===== src/rtl/i2s_tx_serializer.sv =====
// I2S transmit serializer: one-deep stereo holding register feeding a frame-aligned
// active pair, shifted out MSB first with the standard one-bit delay after ws changes.
module i2s_tx_serializer #(
    parameter int unsigned SAMPLE_BITS = 16,
    parameter int unsigned SLOT_BITS   = 32
) (
    input  logic                   clk,
    input  logic                   reset,
    input  logic                   en,
    input  logic                   in_valid,
    output logic                   in_ready,
    input  logic [SAMPLE_BITS-1:0] in_left,
    input  logic [SAMPLE_BITS-1:0] in_right,
    output logic                   ws,
    output logic                   sd,
    output logic                   frame_start,
    output logic                   underflow
);

    localparam int unsigned FrameLen = 2 * SLOT_BITS;
    localparam int unsigned PW       = $clog2(FrameLen);
    localparam int unsigned IW       = $clog2(SAMPLE_BITS);
    localparam logic [PW-1:0] PLast  = PW'(FrameLen - 1);

    logic [PW-1:0]          p_q, p_d;
    logic [SAMPLE_BITS-1:0] act_l_q, act_l_d, act_r_q, act_r_d;
    logic [SAMPLE_BITS-1:0] hold_l_q, hold_l_d, hold_r_q, hold_r_d;
    logic                   hold_full_q, hold_full_d;
    logic                   ws_q, ws_d;
    logic                   sd_q, sd_d;
    logic                   underflow_q, underflow_d;

    logic                   transfer;
    logic                   frame_load;
    int unsigned            pos;

    always_comb begin
        p_d         = p_q;
        act_l_d     = act_l_q;
        act_r_d     = act_r_q;
        hold_l_d    = hold_l_q;
        hold_r_d    = hold_r_q;
        hold_full_d = hold_full_q;
        ws_d        = 1'b0;
        sd_d        = 1'b0;

        transfer    = in_valid && !hold_full_q;
        frame_load  = en && (p_q == PLast);
        underflow_d = frame_load && !hold_full_q;

        if (en) begin
            p_d = frame_load ? '0 : p_q + PW'(1);
        end

        if (frame_load) begin
            if (hold_full_q) begin
                act_l_d     = hold_l_q;
                act_r_d     = hold_r_q;
                hold_full_d = 1'b0;
            end else begin
                act_l_d = '0;
                act_r_d = '0;
            end
        end

        // Only possible into an empty holder, so never collides with the load above.
        if (transfer) begin
            hold_l_d    = in_left;
            hold_r_d    = in_right;
            hold_full_d = 1'b1;
        end

        // Outputs are registered against the next position so they align with p_q.
        pos = 32'(p_d);
        if (en) begin
            ws_d = (pos >= SLOT_BITS);
            if (pos != 0 && pos <= SAMPLE_BITS) begin
                sd_d = act_l_d[IW'(SAMPLE_BITS - pos)];
            end else if (pos > SLOT_BITS && pos <= SLOT_BITS + SAMPLE_BITS) begin
                sd_d = act_r_d[IW'(SLOT_BITS + SAMPLE_BITS - pos)];
            end
        end
    end

    always_ff @(posedge clk) begin
        if (reset) begin
            p_q         <= '0;
            act_l_q     <= '0;
            act_r_q     <= '0;
            hold_l_q    <= '0;
            hold_r_q    <= '0;
            hold_full_q <= 1'b0;
            ws_q        <= 1'b0;
            sd_q        <= 1'b0;
            underflow_q <= 1'b0;
        end else begin
            p_q         <= p_d;
            act_l_q     <= act_l_d;
            act_r_q     <= act_r_d;
            hold_l_q    <= hold_l_d;
            hold_r_q    <= hold_r_d;
            hold_full_q <= hold_full_d;
            ws_q        <= ws_d;
            sd_q        <= sd_d;
            underflow_q <= underflow_d;
        end
    end

    assign in_ready    = !hold_full_q;
    assign ws          = ws_q;
    assign sd          = sd_q;
    assign frame_start = en && (p_q == '0);
    assign underflow   = underflow_q && en;

endmodule


===== config.mk =====
export PLATFORM = sky130hd
export DESIGN_NAME = i2s_tx_serializer
export DESIGN_NICKNAME = d
export VERILOG_FILES = /design/src/rtl/i2s_tx_serializer.sv
export SDC_FILE = /design/constraint.sdc
export NUM_CORES = 1
export LEC_CHECK = 0
export CORE_ASPECT_RATIO = 1.4
export CORE_MARGIN = 4
export CORE_UTILIZATION = 25
export CTS_CLUSTER_DIAMETER = 80
export DETAILED_ROUTE_END_ITERATION = 6
export PLACE_DENSITY_LB_ADDON = 0.2
export SLEW_MARGIN = 0
export SYNTH_ARGS = -nofsm -noshare
export SYNTH_HDL_FRONTEND = slang
export SYNTH_SLANG_ARGS = --single-unit

===== constraint.sdc =====
create_clock -name clk -period 3.1 [get_ports clk]
set_clock_uncertainty 0.2 [all_clocks]
set_input_delay 0.31 -clock clk [delete_from_list [all_inputs] [get_ports clk]]
set_output_delay 0.31 -clock clk [all_outputs]
set_load 0.05 [all_outputs]

==> impl_metrics.toml <==
[layout]
layout-drive-gt1-share_pct = 10.4
num-nets-final = 469
final.fill_count = 1314
insertedDiodeCount = 0
synthToLayoutAreaGrowth_pct = 26.7

[hold_path]
timing.hold.worst.class = "reg2reg"
worst_hold_startpoint = "hold_r_q[0]"

[synthesis]
synth_top_cells_by_count = "sky130_fd_sc_hd__nand2_1 (91), sky130_fd_sc_hd__dfxtp_1 (74), sky130_fd_sc_hd__a21oi_1 (59), sky130_fd_sc_hd__nor2_1 (44), sky130_fd_sc_hd__nor3_1 (29)"
postSynthAreaPerCell_um2 = 8.16
synth_async_sr_flop_share_pct = 0
synth_net_count = 430
synth-seq-cells = 74
synth.yosys.seq_area_share_pct = 46.4
synthFlopType = "sky130_fd_sc_hd__dfxtp_1"
postSynthCellCount = 391
post-synth-top-area-fraction_pct = 46.4
ys.warnings.count = 0
synth.cell_area_um2 = 3190
synth.distinct_cells = 36
synth-edff-count = 0
synth.largest_area_cell = "sky130_fd_sc_hd__dfxtp_1"
cell_with_the_most_instances_after_synthesis = "sky130_fd_sc_hd__nand2_1"
synth_top_cells_by_area = "sky130_fd_sc_hd__dfxtp_1 (46%), sky130_fd_sc_hd__nand2_1 (11%), sky130_fd_sc_hd__a21oi_1 (9.3%)"

[job]
cap_viol_max_count = 0

[die]
starting_density_pct = 25.7
fp.dieArea_um2 = 14700
core_um2 = 12400
floorplan.die.height_um = 142
die_x_um = 103
ios = 41
placementRows = 48

[route]
routed-via-count = 2697
wire_per_inst_um = 13.2
route.final.wire_length_um = 7670
drtAntennaViolNets = 0
number_of_iterations_in_the_first_detailed_routing_pass = 4
route.detailed.vias_per_inst = 4.63
initialDrtViolationCount = 84
drc_errors_left = 0

[worst_setup_path]
worst_setup_path_startpoint = "p_q[1]"
critical_path.startpoint_type = "flop"
timing_worst_setup_path_type = "reg2reg"
worstPathRequired_ns = 3.12
rr_startpoint = "p_q[1]"
critical_path_arrival_ns = 2.85
top_fanout_value_on_the_critical_path = 6
cp-end-kind = "flop"

[pwr]
power.density_cell_area_nw_per_um2 = 523
final_total_pwr_w = 0.00211
worst_ir_drop_vdd_uv = 257
p_leak_nw = 1.44

[timing]
timing.setup.tns_ns = 0
finalSetupViolCount = 0
share_of_the_clock_period_used_by_the_worst_path_after_layout_pct = 91.4
fin_ws_ns = 0.265
rsz_0062_raised_after_global_routing = "no"
slew-limit-headroom_pct = 58.5
maxSlewViolCount = 0
timing_worst_slew_pin_value_ns = 0.622
maxClockFrequency_ghz = 0.353
period_minus_slack_ns = 2.83
finalHoldViolCount = 0

[clocking]
ctsHoldBuffers = 0
h-tree-depth = 3
clk_root_buffer_cell = "sky130_fd_sc_hd__clkbuf_16"
clkSlewWorstSetupHoldPaths_ns = 0.06
clock_latency_of_the_later_clocked_register_in_the_worst_skew_pair_ns = 0.33
cts-buffers-inserted = 9
ctsLongestPathBuffers = 2
cts.repair_timing.setup_buffer_count = 0
tritoncts = "yes"
cts.sinks = 74
cts.repair.resized = 0

[global_routing]
number_of_global_route_vias_before_repair = 2622
overflow = 0
track_usage_pct = 11.2
grt_antenna_before_repair = 0
grt_start_max_net_pins = 43
global_route_wire_length_before_repair_um = 12800

[outcome]
run_status = "finished clean"

[placed_design]
post_place_setup_slack_ns = 0.0566
hpwl_after_detailed_placement_um = 5340
gp_congestion = 0.736
placement.io_buffers = 40
==> state kept, by name, indices dropped and copies added, names as in the netlist <==
name,flops
p_q,6
act_l_q,16
hold_l_q,16
ws,1
hold_r_q,16
act_r_q,16
sd,1
hold_full_q,1
underflow_q,1
==> layout by cell type, fill, tap and decap left out, drive strengths merged <==
master	netlist	layout
or2	1	1
mux4	7	7
mux2	1	1
buf	11	21
clkdlybuf4s50	0	39
o22ai	1	1
dfxtp	74	74
nor2b	1	1
nand3	2	2
clkbuf	21	12
inv	3	3
mux2i	8	8
xor2	6	6
nor3	29	29
o211ai	2	2
a21oi	59	59
and2	1	1
and3	1	1
ha	3	3
o21ai	2	2
clkinv	0	1
a21o	1	1
nor2	44	44
nand2	93	93
o21a	7	7
nand2b	1	1
nor4	1	1
nand4	3	3
xnor2	1	1
a31oi	7	7
==> worst max-delay path, stage by stage, from the launching register on <==
cell and delay [ns]:
sky130_fd_sc_hd__dfxtp_1 0.37, sky130_fd_sc_hd__ha_1 0.31, sky130_fd_sc_hd__nand4_2 0.14, sky130_fd_sc_hd__o21ai_0 0.16, sky130_fd_sc_hd__mux2_2 0.18, sky130_fd_sc_hd__ha_1 0.27, sky130_fd_sc_hd__xor2_4 0.30, sky130_fd_sc_hd__mux2i_1 0.11
sky130_fd_sc_hd__mux4_2 0.47, sky130_fd_sc_hd__o21ai_1 0.13, sky130_fd_sc_hd__o22ai_1 0.09
==> routing by layer <==
layer	share of wire (%)	vias up	track usage (%)
li1	-	1395	-
met1	48	1243	14.6
met2	47	53	17.1
met3	3.7	6	2.75
met4	1.9	0	5.12
met5	0	-	0
==> final cells by class <==
type                    count  area, µm²  area share (%)
repair buffers             60        558            13.8
multi-input cells         282       1560            38.6
well taps                 150        188            4.65
clock inverters             1       5.00           0.124
inverters                   3       11.3           0.279
clock buffers              12        236            5.85
flip-flops and latches     74       1480            36.7
==> final timing paths <==
kind                 end  slack (ns)  cells after the start
max                   sd        0.27                     10
min          hold_r_q[0]        0.25                      2
max reg2reg           sd        0.27                     10
min reg2reg  hold_r_q[0]        0.25                      2
==> cells by family after synthesis <==
logic type / Yosys count / synth area share, %
and+or+nand+nor: 177 / 23.3
AOI/OAI and AO/OA: 79 / 13.5
DFF: 74 / 46.4
buffers and inverters: 35 / 4.71
muxes: 16 / 7.81
xor gates and xnor gates: 7 / 3.10
adders and majority gates: 3 / 1.18
==> report_power, final <==
part           total [W]  internal [W]  switching, W
sequential       0.00100      0.000981     0.0000206
clock           0.000893      0.000527      0.000366
combinational   0.000219      0.000102      0.000117
total            0.00211       0.00161      0.000504
==> per-stage QoR <==
stage                     instance area, µm²  hold slack, ns  util, %  cells
after floorplan                         3190           0.236        -    391
after global placement                  3800           0.247     30.6    569
after detailed placement                3800           0.248     30.6    569
after CTS                               4040           0.255     32.5    582
after global routing                    4040           0.267     32.5    582
final                                   4040           0.254     32.5    582
(Power assumes the default switching activity.)
